### src/rtl/ac_pkg.sv
// Shared encodings for the accumulator-machine control sequencer.
// Opcodes, bus/ALU selects and sequencer states live here.
package ac_pkg;

    localparam int REG_WIDTH = 12;
    localparam int OPC_WIDTH = 4;

    typedef enum logic [OPC_WIDTH-1:0] {
        OP_NOP   = 4'd0,
        OP_LOAD  = 4'd1,
        OP_STORE = 4'd2,
        OP_ADD   = 4'd3,
        OP_SUB   = 4'd4,
        OP_AND   = 4'd5,
        OP_JMP   = 4'd6,
        OP_JMPZ  = 4'd7,
        OP_CLR   = 4'd8,
        OP_INC   = 4'd9,
        OP_HALT  = 4'd15
    } opcode_e;

    typedef enum logic [2:0] {
        ALU_PASS = 3'd0,
        ALU_ADD  = 3'd1,
        ALU_SUB  = 3'd2,
        ALU_AND  = 3'd3,
        ALU_CLR  = 3'd4,
        ALU_INC  = 3'd5
    } alu_e;

    typedef enum logic [2:0] {
        BUS_NONE = 3'd0,
        BUS_PC   = 3'd1,
        BUS_IR   = 3'd2,
        BUS_AC   = 3'd3,
        BUS_MDR  = 3'd4
    } bus_e;

    typedef enum logic [2:0] {
        FETCH_ADDR = 3'd0,
        FETCH_MEM  = 3'd1,
        DECODE     = 3'd2,
        OPER_ADDR  = 3'd3,
        OPER_MEM   = 3'd4,
        HALTED     = 3'd5
    } state_e;

endpackage

### src/rtl/ac_sequencer.sv
// Control sequencer for a single-accumulator machine: fetch,
// decode and memory-operand execution with a retired-instruction count.
module ac_sequencer
    import ac_pkg::*;
(
    input  logic                 clk,
    input  logic                 reset,
    input  logic [OPC_WIDTH-1:0] opcode,
    input  logic                 ac_zero,
    input  logic                 mem_ready,
    output logic                 mem_req,
    output logic                 mem_we,
    output logic                 mar_load,
    output logic                 ir_load,
    output logic                 pc_inc,
    output logic                 pc_load,
    output logic                 ac_write_en,
    output logic [2:0]           bus_sel,
    output logic [2:0]           alu_op,
    output logic                 halted,
    output logic                 illegal,
    output logic [15:0]          instr_count
);

    state_e      state_q, state_d;
    logic        illegal_q, illegal_d;
    logic [15:0] count_q, count_d;
    opcode_e     opc;

    assign opc = opcode_e'(opcode);

    always_ff @(posedge clk) begin
        if (reset) begin
            state_q   <= FETCH_ADDR;
            illegal_q <= 1'b0;
            count_q   <= '0;
        end else begin
            state_q   <= state_d;
            illegal_q <= illegal_d;
            count_q   <= count_d;
        end
    end

    always_comb begin
        state_d   = state_q;
        illegal_d = illegal_q;
        unique case (state_q)
            FETCH_ADDR: state_d = FETCH_MEM;
            FETCH_MEM:  if (mem_ready) state_d = DECODE;
            DECODE: begin
                case (opc)
                    OP_NOP, OP_CLR, OP_INC,
                    OP_JMP, OP_JMPZ: state_d = FETCH_ADDR;
                    OP_LOAD, OP_STORE, OP_ADD,
                    OP_SUB, OP_AND:  state_d = OPER_ADDR;
                    OP_HALT:         state_d = HALTED;
                    default: begin
                        state_d   = HALTED;
                        illegal_d = 1'b1;
                    end
                endcase
            end
            OPER_ADDR:  state_d = OPER_MEM;
            OPER_MEM:   if (mem_ready) state_d = FETCH_ADDR;
            HALTED:     state_d = HALTED;
            default:    state_d = FETCH_ADDR;
        endcase
        // An instruction retires whenever control returns to fetch.
        count_d = count_q;
        if (state_d == FETCH_ADDR &&
            (state_q == DECODE || state_q == OPER_MEM))
            count_d = count_q + 16'd1;
    end

    always_comb begin
        mem_req     = 1'b0;
        mem_we      = 1'b0;
        mar_load    = 1'b0;
        ir_load     = 1'b0;
        pc_inc      = 1'b0;
        pc_load     = 1'b0;
        ac_write_en = 1'b0;
        bus_sel     = BUS_NONE;
        alu_op      = ALU_PASS;
        unique case (state_q)
            FETCH_ADDR: begin
                bus_sel  = BUS_PC;
                mar_load = 1'b1;
            end
            FETCH_MEM: begin
                mem_req = 1'b1;
                ir_load = mem_ready;
                pc_inc  = mem_ready;
            end
            DECODE: begin
                case (opc)
                    OP_CLR: begin
                        ac_write_en = 1'b1;
                        alu_op      = ALU_CLR;
                    end
                    OP_INC: begin
                        ac_write_en = 1'b1;
                        alu_op      = ALU_INC;
                    end
                    OP_JMP: begin
                        bus_sel = BUS_IR;
                        pc_load = 1'b1;
                    end
                    OP_JMPZ: begin
                        bus_sel = BUS_IR;
                        pc_load = ac_zero;
                    end
                    default: ;
                endcase
            end
            OPER_ADDR: begin
                bus_sel  = BUS_IR;
                mar_load = 1'b1;
            end
            OPER_MEM: begin
                mem_req = 1'b1;
                if (opc == OP_STORE) begin
                    mem_we  = 1'b1;
                    bus_sel = BUS_AC;
                end else begin
                    bus_sel     = BUS_MDR;
                    ac_write_en = mem_ready;
                    if (mem_ready) begin
                        case (opc)
                            OP_ADD:  alu_op = ALU_ADD;
                            OP_SUB:  alu_op = ALU_SUB;
                            OP_AND:  alu_op = ALU_AND;
                            default: alu_op = ALU_PASS;
                        endcase
                    end
                end
            end
            HALTED:  ;
            default: ;
        endcase
    end

    assign halted      = (state_q == HALTED);
    assign illegal     = illegal_q;
    assign instr_count = count_q;

endmodule

### config.mk
export PLATFORM = sky130hd
export DESIGN_NAME = ac_sequencer
export DESIGN_NICKNAME = d
export VERILOG_FILES = /design/src/rtl/ac_pkg.sv /design/src/rtl/ac_sequencer.sv
export SDC_FILE = /design/constraint.sdc
export NUM_CORES = 1
export LEC_CHECK = 0
export BUFFER_PORTS_ARGS = -buffer_cell sky130_fd_sc_hd__buf_2
export CAP_MARGIN = 10
export CORE_MARGIN = 2
export CORE_UTILIZATION = 54
export DETAILED_ROUTE_END_ITERATION = 7
export PLACE_DENSITY = 0.9
export SYNTH_ARGS = -nofsm -noshare
export SYNTH_HDL_FRONTEND = slang
export SYNTH_SLANG_ARGS = --single-unit
### constraint.sdc
create_clock -name clk -period 4.8 [get_ports clk]
set_input_delay 0.96 -clock clk [delete_from_list [all_inputs] [get_ports clk]]
set_output_delay 0.96 -clock clk [all_outputs]
set_load 0.1 [all_outputs]
==> results.txt <==
Hold Crit Depth - 2
Worst-Margin Slew - 0.692 ns
drt pass-1 iters - 4
PortBufs - 38
post-route minimum period - 3.45 ns
die area - 2750 µm²
CP arrival - 2.49 ns
DRT antenna net count - 0
Design Power - 400 µW
top_reg_cell synth - dfxtp_1
fin nets - 192
flip-flop and latch area - 400 µm²
Hold-fix buffers, CTS - 0
RR Endpoint - instr_count[11]
DRC viols - 0
Synth Net Count - 159
Sink Count - 20
HPWL Detailed - 2010 µm
largest family of logic cells by synthesized area - simple AND/OR/NAND/NOR gates
startpoint types - flip-flop
initial core utilization - 0.572
status - finished clean
Post-DP Area - 1410 µm²
Synth Cell Area - 1270 µm²
GRT Residual Overflow - 0
cts repair resizes - 0
area occupied by multi-input gates - 758 µm²
Compound-Gate Fraction of Synth Area - 0.206
crit path max fanout - 18
Crit Path Category - flip-flop to output port
post-synthesis adder-cell area fraction - 0.00988
# fillers - 191
vias - 1,166
Final Hold Fails - 0
Post-synth EDFFs - 0
ratio of cells with drive above 1 in the final layout - 0.313
floorplan row count - 17
core box area - 2210 µm²
cell count along the critical path - 6
RSZ-0062 raised after global routing - no
YS warnings - 0
maximum clock rate - 290 MHz
Setup crit end kind - output port
leakage power - 0.601 nW
CTS tree - built
Syn Area/Cell - 8.44 µm²
Crit Reg-Reg Startpoint - state_q[2]
# H-tree levels - 1
Root Driver - clkbuf_4
Post CTS Setup Buffer Count - 0
Synth Area in XOR/XNOR - 0.111
most common cell after layout, fill and taps aside - buf_2
final instance area - 1460 µm²
CP max stage cell - dfxtp_1
clock skew - 0.00389 ns
worst vdd ir - 206 µV
routed wire length per instance - 12.6 µm
crit path launch - state_q[2]
Reg2Reg Depth - 5
GRT Overall Usage - 0.218
CTS clk-pin slew, worst paths - 0.11 ns
CTS buffer count - 3
initial antenna violation count - 0
Die Width - 52.4 µm
vias in the first global route - 1,071
crit-path max cell delay - 0.56 ns
Cells after Synth - 150
Skew-Pair Late Insertion Delay - 0.30 ns
sequential share of the synthesized area - 0.316
RePlAce Congestion - 0.818
clock tree buffer depth - 2
first-pass GRT wire length - 4530 µm
fraction of registers with async set/reset - 0
Final setup viols - 0
Core Util, Final - 0.660
Top-Level Pins - 39
CP required - 3.84 ns
cell family with most CP delay - simple AND/OR/NAND/NOR gates
PwrDens - 274 nW/µm²
Max Slew Vio Count - 0
die height - 52.4 µm
Hold EP - illegal
leading cell types in the layout, fill and taps excluded - buf_2 (38), nor2_1 (24), dfxtp_1 (20), xnor2_1 (15), nand2_1 (11)
Antenna diodes - 0
Synth Register Bits - 20
hold path start - illegal
R2R Setup Slk - 2.81 ns
period utilisation layout - 0.719
setup TNS - 0 ns
Max Cap Violations - 0
cells along the critical path - nor3b_1, nand2_2, o22a_1, o32a_1, nor2_1, buf_2
routed vias/inst - 5.55
iteration-0 DRC count of the detailed router - 30
simple-gate portion of the synthesized area - 0.264
relative slew slack - 0.537
Hold Crit Class - flip-flop to flip-flop
final WL - 2640 µm
unique cell type count in the Yosys netlist - 42
mux share of post-synthesis cell area - 0
layout overhead on the synthesized area - 15.2%
pin count of the biggest net entering global routing - 22
Critical path buffers and inverters - 1
[flip-flops by register name, indices dropped and copies added (netlist names)]
| name | flops |
|---|---|
| illegal | 1 |
| instr_count | 16 |
| state_q | 3 |
[area by class of cell]
type	instances	area share
tap	28	0.0240
sequential	20	0.274
clock inverter	1	0.0206
timing repair buffer	38	0.130
clock buffer	3	0.0154
inverter	6	0.0154
multi-input combinational	114	0.520
[metal layers]
layer | wire length [µm] | vias to the layer above | GRT usage
li1 | - | 582 | -
met1 | 1130 | 537 | 0.266
met2 | 1320 | 38 | 0.356
met3 | 127 | 9 | 0.0486
met4 | 66 | 0 | 0.115
met5 | 0 | - | 0
[worst min-delay path, delay by kind of cell (launching register included)]
kind / cells / cell delay, ns
DFF: 1 / 0.34
and+or+nand+nor: 2 / 0.13
[worst max-delay path by stage]
stage / to / slack (ns)
global route: alu_op[0] / 1.17
global placement: alu_op[0] / 1.62
detailed placement: alu_op[0] / 1.55
floorplan: pc_inc / 0.13
CTS: alu_op[0] / 1.36
finish: alu_op[0] / 1.35
[power breakdown]
group          switching (mW)  internal [mW]  total, mW
clock                  0.0537         0.0844      0.138
combinational          0.0722         0.0159     0.0881
sequential            0.00539          0.168      0.174
total                   0.131          0.268      0.400
[cells by family after synthesis]
group           after synthesis
compound gates               33
xor+xnor                     16
buf+inv                      16
flops                        20
fa+ha+maj                     1
simple gates                 64
[per-stage QoR]
stage | worst slack [ns] | hold slack [ns] | cells
after detailed placement | 1.55 | 0.480 | 206
after global routing | 1.17 | 0.559 | 210
after floorplan | 0.126 | 0.562 | 150
after global placement | 1.62 | 0.457 | 206
final | 1.35 | 0.499 | 210
after CTS | 1.36 | 0.506 | 210
[synthesized netlist by cell type, types with 2 or more instances]
cell	count	share of area
dfxtp_1	20	0.32
nor2_1	24	0.071
o21ai_0	3	0.012
nand4_1	4	0.020
and2_2	2	0.012
and4_2	2	0.016
buf_4	2	0.012
a21oi_1	10	0.040
and3_1	2	0.0099
a21boi_1	2	0.012
buf_6	5	0.044
nor3_1	4	0.016
nand2_1	11	0.033
a21o_1	2	0.012
a211oi_1	5	0.030
and2_1	2	0.0099
inv_1	6	0.018
buf_2	2	0.0079
xnor2_1	15	0.10
nand3_1	5	0.020
(Power assumes the default switching activity.)
